### config.mk
export PLATFORM = sky130hd
export DESIGN_NAME = dmem_readback_ctrl
export DESIGN_NICKNAME = d
export VERILOG_FILES = /design/src/rtl/dmem_readback_ctrl_pkg.sv /design/src/rtl/dmem_readback_ctrl_out_reg.sv /design/src/rtl/dmem_readback_ctrl.sv
export SDC_FILE = /design/constraint.sdc
export NUM_CORES = 1
export LEC_CHECK = 0
export CORE_MARGIN = 3
export CORE_UTILIZATION = 40
export CTS_CLUSTER_DIAMETER = 30
export CTS_CLUSTER_SIZE = 14
export DETAILED_ROUTE_END_ITERATION = 6
export PLACE_DENSITY_LB_ADDON = 0.2
export SLEW_MARGIN = 20
export SYNTH_ARGS = -nofsm -noshare
export SYNTH_HDL_FRONTEND = slang
export SYNTH_SLANG_ARGS = --single-unit
### constraint.sdc
create_clock -name clk -period 4.95 [get_ports clk]
set_input_delay 1.485 -clock clk [delete_from_list [all_inputs] [get_ports clk]]
set_output_delay 1.485 -clock clk [all_outputs]
set_load 0.005 [all_outputs]
### src/rtl/dmem_readback_ctrl_pkg.sv
// dmem_readback_ctrl_pkg: shared FSM encoding and constants for the BRAM readback controller
package dmem_readback_ctrl_pkg;
  typedef enum logic [2:0] {S_IDLE, S_ISSUE, S_WAIT, S_SEND, S_CSUM, S_CSEND, S_DONE} state_t;
  localparam int ADDR_STEP = 4;
endpackage

### src/rtl/dmem_readback_ctrl_out_reg.sv
// dmem_readback_ctrl_out_reg: holding register for the outgoing beat, loaded and cleared by the FSM
module dmem_readback_ctrl_out_reg #(
  parameter int ADDR_W = 10,
  parameter int DATA_W = 32
) (
  input  logic              clk,
  input  logic              rst,
  input  logic              load,
  input  logic              clr,
  input  logic [DATA_W-1:0] d_data,
  input  logic [ADDR_W-1:0] d_addr,
  input  logic              d_last,
  output logic              m_valid,
  output logic [DATA_W-1:0] m_data,
  output logic [ADDR_W-1:0] m_addr,
  output logic              m_last
);
  always_ff @(posedge clk or posedge rst)
    if (rst) begin
      m_valid <= 1'b0;
      m_data  <= '0;
      m_addr  <= '0;
      m_last  <= 1'b0;
    end else if (load) begin
      m_valid <= 1'b1;
      m_data  <= d_data;
      m_addr  <= d_addr;
      m_last  <= d_last;
    end else if (clr) begin
      m_valid <= 1'b0;
    end
endmodule

### src/rtl/dmem_readback_ctrl.sv
// dmem_readback_ctrl: sweeps a BRAM debug port and streams words on valid/ready.
// DMEM_READBACK_CHECKSUM_EN adds a trailing checksum beat and a checksum port.
module dmem_readback_ctrl
  import dmem_readback_ctrl_pkg::*;
#(
  parameter int ADDR_W = 10,
  parameter int DATA_W = 32,
  parameter int CNT_W  = 9
) (
  input  logic              clk,
  input  logic              rst,
  input  logic              start,
  input  logic [ADDR_W-1:0] base_addr,
  input  logic [CNT_W-1:0]  word_count,
  output logic [ADDR_W-1:0] debug_addr,
  input  logic [DATA_W-1:0] debug_data,
  output logic              m_valid,
  input  logic              m_ready,
  output logic [DATA_W-1:0] m_data,
  output logic [ADDR_W-1:0] m_addr,
  output logic              m_last,
`ifdef DMEM_READBACK_CHECKSUM_EN
  output logic [DATA_W-1:0] checksum,
`endif
  output logic              busy,
  output logic              done
);
  state_t state, state_n;
  logic [ADDR_W-1:0] addr;
  logic [CNT_W-1:0] remaining;
  logic hs, is_last, load;
  logic [DATA_W-1:0] ld_data;
  logic [ADDR_W-1:0] ld_addr;
  logic ld_last;
  assign hs = m_valid && m_ready;
  assign is_last = remaining == CNT_W'(1);
  assign debug_addr = addr;
  assign busy = state != S_IDLE && state != S_DONE;
  assign done = state == S_DONE;
  assign load = state == S_WAIT || state == S_CSUM;
`ifdef DMEM_READBACK_CHECKSUM_EN
  localparam state_t S_AFTER = S_CSUM;
  assign ld_data = state == S_CSUM ? checksum : debug_data;
  assign ld_addr = state == S_CSUM ? '0 : addr;
  assign ld_last = state == S_CSUM;
  always_ff @(posedge clk or posedge rst)
    if (rst) checksum <= '0;
    else if (state == S_IDLE && start) checksum <= '0;
    else if (state == S_SEND && hs) checksum <= checksum + m_data;
`else
  localparam state_t S_AFTER = S_DONE;
  assign ld_data = debug_data;
  assign ld_addr = addr;
  assign ld_last = is_last;
`endif
  always_comb begin
    state_n = state;
    case (state)
      S_IDLE:  if (start) state_n = word_count != '0 ? S_ISSUE : S_DONE;
      S_ISSUE: state_n = S_WAIT;
      S_WAIT:  state_n = S_SEND;
      S_SEND:  if (hs) state_n = is_last ? S_AFTER : S_ISSUE;
      S_CSUM:  state_n = S_CSEND;
      S_CSEND: if (hs) state_n = S_DONE;
      default: state_n = S_IDLE;
    endcase
  end
  always_ff @(posedge clk or posedge rst)
    if (rst) begin
      state     <= S_IDLE;
      addr      <= '0;
      remaining <= '0;
    end else begin
      state <= state_n;
      if (state == S_IDLE && start) begin
        addr      <= {base_addr[ADDR_W-1:2], 2'b00};
        remaining <= word_count;
      end else if (state == S_SEND && hs) begin
        addr      <= addr + ADDR_W'(ADDR_STEP);
        remaining <= remaining - CNT_W'(1);
      end
    end
  dmem_readback_ctrl_out_reg #(.ADDR_W(ADDR_W), .DATA_W(DATA_W)) u_out (
    .clk(clk), .rst(rst), .load(load), .clr(hs),
    .d_data(ld_data), .d_addr(ld_addr), .d_last(ld_last),
    .m_valid(m_valid), .m_data(m_data), .m_addr(m_addr), .m_last(m_last)
  );
endmodule

After elaboration in Yosys (flattened, before gate mapping)
Index checks and enable logic that the tools add are counted.

Shifts and indexed selects: 0. Reduce and logical (&&, ||, !) cells: 11. Multiplexer cells: 12. Bitwise logic cells: 0. Multiply operators: 0. Equal/unequal tests: 11. Divide/modulo/power cells: 0. $add $sub $neg: 2. Order comparisons: 0.

Operators with widths (count): 10-bit two-way mux (2); 9-bit two-way mux (2); 3-bit one-hot mux with 6 select lines (1); 3-bit two-way mux (5); 10-bit by 3-bit adder with 10-bit output (second input constant) (1); 3-bit == test (second input constant) (3); 9-bit by 1-bit == test with 1-bit output (second input constant) (1); 9-bit nonzero test (1); 9-bit by 1-bit subtractor with 9-bit output (second input constant) (1); 3-bit by 2-bit == test with 1-bit output (second input constant) (2); 2-bit != test (second input constant) (3); 1-bit logical AND (4); 2-bit nonzero test (2); 3-bit by 1-bit == test with 1-bit output (second input constant) (1); 3-bit zero test (1); 3-bit != test (second input constant) (1); 3-bit AND reduction (1); 3-bit nonzero test (1); 1-bit two-way mux (2); 1-bit logical OR (1).

ROM bits: 0. Bits in latches: 0. Memory bits (writable): 0. Memories: 0. Logic and storage cells: 43. Bits in registers: 66. Output and inout bits: 56.

Longest topological paths before layout
Depth in word-level cells: 4. Mapped depth: 6.

Cells and area by module
From an unflattened synthesis, not the netlist that was laid out.

Cells, all modules: 243. Area, all modules: 3134.3 um2.

Modules (own cells, without submodules): dmem_readback_ctrl_out_reg (instances 1, cells an instance 95, area an instance 1838.0 um2, sequential area each 1101.1 um2); dmem_readback_ctrl (instances 1, cells an instance 148, area an instance 1296.2 um2, sequential area each 500.5 um2).

Least setup slack after synthesis
Ideal clock, no wire load.

Path kind: input-to-reg. From: input m_ready. To: register addr[9], in the netlist debug_addr[9]. Required time: 4.824 ns. Data arrival time: 2.291 ns. Stages: 5. Setup time: 0.126 ns. Slack: 2.533 ns. Cell sequence: and2_1 > buf_2 > a21oi_2 > a21o_1 > a221o_1.

Longest elaborated chain between the ends: 3.

Ends and longest elaborated chain: from (decl) (line dmem_readback_ctrl.sv:18) `input logic m_ready,`; 1-bit logical AND (line dmem_readback_ctrl.sv:35) `assign hs = m_valid && m_ready;`; 1-bit logical AND (line dmem_readback_ctrl.sv:78) `end else if (state == S_SEND && hs) begin`; 2-bit nonzero test (no line); to (signal assigned) (line dmem_readback_ctrl.sv:76) `addr <= {base_addr[ADDR_W-1:2], 2'b00};`; to (signal assigned) (line dmem_readback_ctrl.sv:79) `addr <= addr + ADDR_W'(ADDR_STEP);`; to (decl) (line dmem_readback_ctrl.sv:29) `logic [ADDR_W-1:0] addr;`.

Every way passes these cells. A chain may end at the register's enable or synchronous reset.

Worst setup path in the final report
From: register state[1]. To: output busy.

Longest elaborated chain between the ends: 2.

Ends and longest elaborated chain: from (decl) (line dmem_readback_ctrl.sv:28) `state_t state, state_n;`; from (signal assigned) (line dmem_readback_ctrl.sv:74) `state <= state_n;`; 3-bit != test or 3-bit nonzero test (tied branches) (line dmem_readback_ctrl.sv:38) `assign busy = state != S_IDLE && state != S_DONE;`; 1-bit logical AND (*) (line dmem_readback_ctrl.sv:38); to (decl) (line dmem_readback_ctrl.sv:25) `output logic busy,`.

Every way passes the cells marked *; elsewhere a longest branch is shown, timed or not.

==> results.md <==
### Timing
• 0 ns — Total Neg Setup Slack
• 303.2 MHz — maximum frequency from static timing analysis
• 0 — final number of max-transition violations
• 3.298 ns — final critical-path required period
• 0 — number of hold violations in the final report
• 0.008921 ns — Max Clock Skew
• 0.9519 ns — slew of the pin with the lowest slew margin
• 0.6662 — ratio of final minimum period to clock period
• 0.3645 — Relative slew margins
• 0 — Setup violations, final
• false — RSZ-0062 raised after global routing

### Setup path
• 1.81 ns — signal arrival time at the worst endpoint
• flop to primary output — Crit Path Class
• 3.46 ns — required time of the critical path
• 4 — number of cells traversed by the worst register-to-register path
• 13 — highest net fanout along the worst path
• xnor2_2, nand2_1, clkdlybuf4s50_1 — critical-path cell list
• 3 — path length in cells of the critical path
• flip-flops — cell type group with the largest total delay on the critical path
• 0.55 ns — delay of the slowest critical-path stage
• 1 — Bufs and invs on worst path
• primary output — type of destination of the critical path
• flop — crit start category
• dfrtp_1 — slowest stage cell, crit path

### Global route
• 47 — maximum number of pins on one net before global-route repair
• 11,410 um — first-pass GRT wire length
• 0 — initial antenna violation count
• 0 — Remaining Overflow, GRT
• 2,151 — vias in the first global route
• 0.1753 — GRT Overall Usage

### Min path
• flop to flop — class of the most critical hold timing path
• 1 — hold depth

### Logic synthesis
• 62 — Seq cells post-synth
• dfrtp_1 — Post-synth top flop
• 1.000 — share of flip-flops with an asynchronous set or reset after synthesis
• 2841 um^2 — cell area after synthesis
• 46 — post-synth cell types
• 0 — synth warn
• 233 — post-synthesis cell count
• 0 — Post-synth EDFFs
• 12.20 um^2 — synthesized area per cell
• 0.5460 — sequential cell area fraction in the yosys report

### Power
• 504.7 nW/um^2 — power density over cell area
• 0.1800 mV — IR drop worst, VDD
• 1.769 nW — leakage dissipation

### Placed design
• 104 — number of input and output port buffers inserted
• 424 — Placed Cells incl. Taps
• 4989 um — half-perimeter wire length after detailed placement
• 0.8696 — weighted congestion reported at the end of routability-driven placement

### Final layout
• 48.83% — post-synthesis to final-layout area growth
• 594 — count of fill cells added during filler insertion
• 1551 um^2 — Seq. cell area
• 0 — Diodes inserted
• 397 — number of nets at the end of the flow
• 440 — Finished Layout Cells
• 0.6190 — utilization after layout
• 0.08430 — fraction of layout instances using a drive strength above 1
• 1179 um^2 — area of the multi-input gates

### Clock tree
• 0.34 ns — Worst-Skew Late Latency
• 0.07 ns — clock input transition at the sequential cells of the worst setup and hold paths
• 0 — setup fix buffers added after clock tree synthesis
• 9 — number of buffers inserted during clock tree synthesis
• 2 — Max clock buf depth
• 0 — # resized after CTS
• 62 — sink count of the clock tree
• 3 — H-Tree Depth
• 0 — number of hold buffers added after cts
• built — CTS tree
• clkbuf_8 — clock root buffer

### Detailed routing
• 15.41 um — wire length per cell after detailed routing
• 0 — DRC violations left
• 0 — post-detailed-route count of antenna-violating nets
• 5.059 — mean number of vias per cell
• 6781 um — total detailed-routing wirelength
• 2,226 — Via Count
• 4 — DR pass1 iterations
• 40 — initial DRC count

### Floorplanning
• 111 — I/O pin count
• 90.29 um — Die H
• 90.29 um — die width
• 8151 um^2 — floorplan die area
• 30 — number of placement rows
• 0.4159 — effective utilization at floorplan
• 6832 um^2 — area of the core

### Status
• completed — run status

### Run
• 0 — max-cap violations

-- metrics by stage --
step	hold WS [ns]	power [mW]	worst slack, ns	cell area, um^2
after detailed placement	0.4740	1.550	1.792	3960
final	0.4867	2.135	1.652	4229
after global routing	0.4959	2.261	1.557	4229
after global placement	0.4665	1.526	1.815	3933
after CTS	0.4901	2.156	1.631	4229
after floorplan	0.4786	1.069	1.924	2853
-- report_power, final --
group	switching (mW)	internal [mW]
clock network	0.216	0.388
registers	0.133	0.713
logic	0.219	0.466
total	0.568	1.57
-- final cells by class --
type / count / share of cell area
clock inverters: 7 / 0.03432
clock buffers: 9 / 0.02929
flip-flops and latches: 62 / 0.3669
well taps: 96 / 0.02840
repair buffers: 107 / 0.2562
inverters: 7 / 0.006213
multi-input cells: 152 / 0.2787
-- worst reg2reg max path: stages, from the launching register on --
cell and delay [ns]:
dfrtp_1 0.64, xnor2_2 0.21, nor2_4 0.62, buf_16 0.25, mux2_1 0.34
-- Yosys cell counts (3+ instances only) --
master     n  share of area
a211oi_1   3         0.0079
a21oi_1    4         0.0070
nand4_1    5          0.011
o221ai_1   3         0.0092
nor4_1     3         0.0066
nand3_1    3         0.0053
nand2_1   21          0.028
and3_1     3         0.0066
dfrtp_1   62           0.55
o211ai_1   4          0.011
buf_4     11          0.029
buf_2      3         0.0053
inv_1      6         0.0079
xor2_1     5          0.015
nor3_1     6          0.011
o311ai_1   3         0.0092
mux2_1    40           0.16
ha_1       3          0.013
nor2_1     8          0.011
o21ai_1    6          0.011
and2_1     3         0.0066
-- state kept, by name, summed over array words and instances, names as in the netlist --
register       cells
u_out.m_last       1
state              3
u_out.m_valid      1
debug_addr         8
remaining          9
u_out.m_addr       8
u_out.m_data      32
-- path summary, 6_finish.rpt --
| path | from | end | slack [ns] |
|---|---|---|---|
| max | state[1]$_DFFE_PP0P_ | busy | 1.65 |
| min | u_out.m_data[10]$_DFFE_PP0P_ | u_out.m_data[10]$_DFFE_PP0P_ | 0.49 |
| max reg2reg | state[1]$_DFFE_PP0P_ | u_out.m_data[8]$_DFFE_PP0P_ | 2.77 |
| min reg2reg | u_out.m_data[10]$_DFFE_PP0P_ | u_out.m_data[10]$_DFFE_PP0P_ | 0.49 |
| max in group asynchronous | rst | u_out.m_data[12]$_DFFE_PP0P_ | 2.45 |
| min in group asynchronous | rst | u_out.m_data[22]$_DFFE_PP0P_ | 1.69 |
-- logic make-up after synthesis --
family / after synthesis / synth area share
flip-flops: 62 / 0.5460
AO/OA/AOI/OAI: 37 / 0.09248
multiplexers: 40 / 0.1585
adder cells (fa/ha/maj): 3 / 0.01321
XOR/XNOR: 6 / 0.02114
AND/OR/NAND/NOR: 62 / 0.1224
buffers and inverters: 22 / 0.04491
other: 1 / 0.001320
-- cells in the final DEF, fill, tap and decap left out, types with 4 or more instances in the layout --
| cell type | count |
|---|---|
| a21oi_1 | 4 |
| bufinv_16 | 4 |
| clkbuf_8 | 9 |
| clkdlybuf4s50_1 | 104 |
| conb_1 | 4 |
| dfrtp_1 | 62 |
| inv_1 | 5 |
| mux2_1 | 40 |
| nand2_1 | 21 |
| nand4_1 | 5 |
| nor2_1 | 8 |
| nor3_1 | 6 |
| o211ai_1 | 4 |
| o21ai_1 | 6 |
| xor2_1 | 5 |
-- routing by layer --
layer  wire length (um)  track usage  vias up
met5                  0            0        -
met4                 95      0.06250        0
met3                314      0.04000       10
met2               3112       0.2620       77
met1               3259       0.2508     1076
li1                   -            -     1063
(Power assumes the default switching activity.)
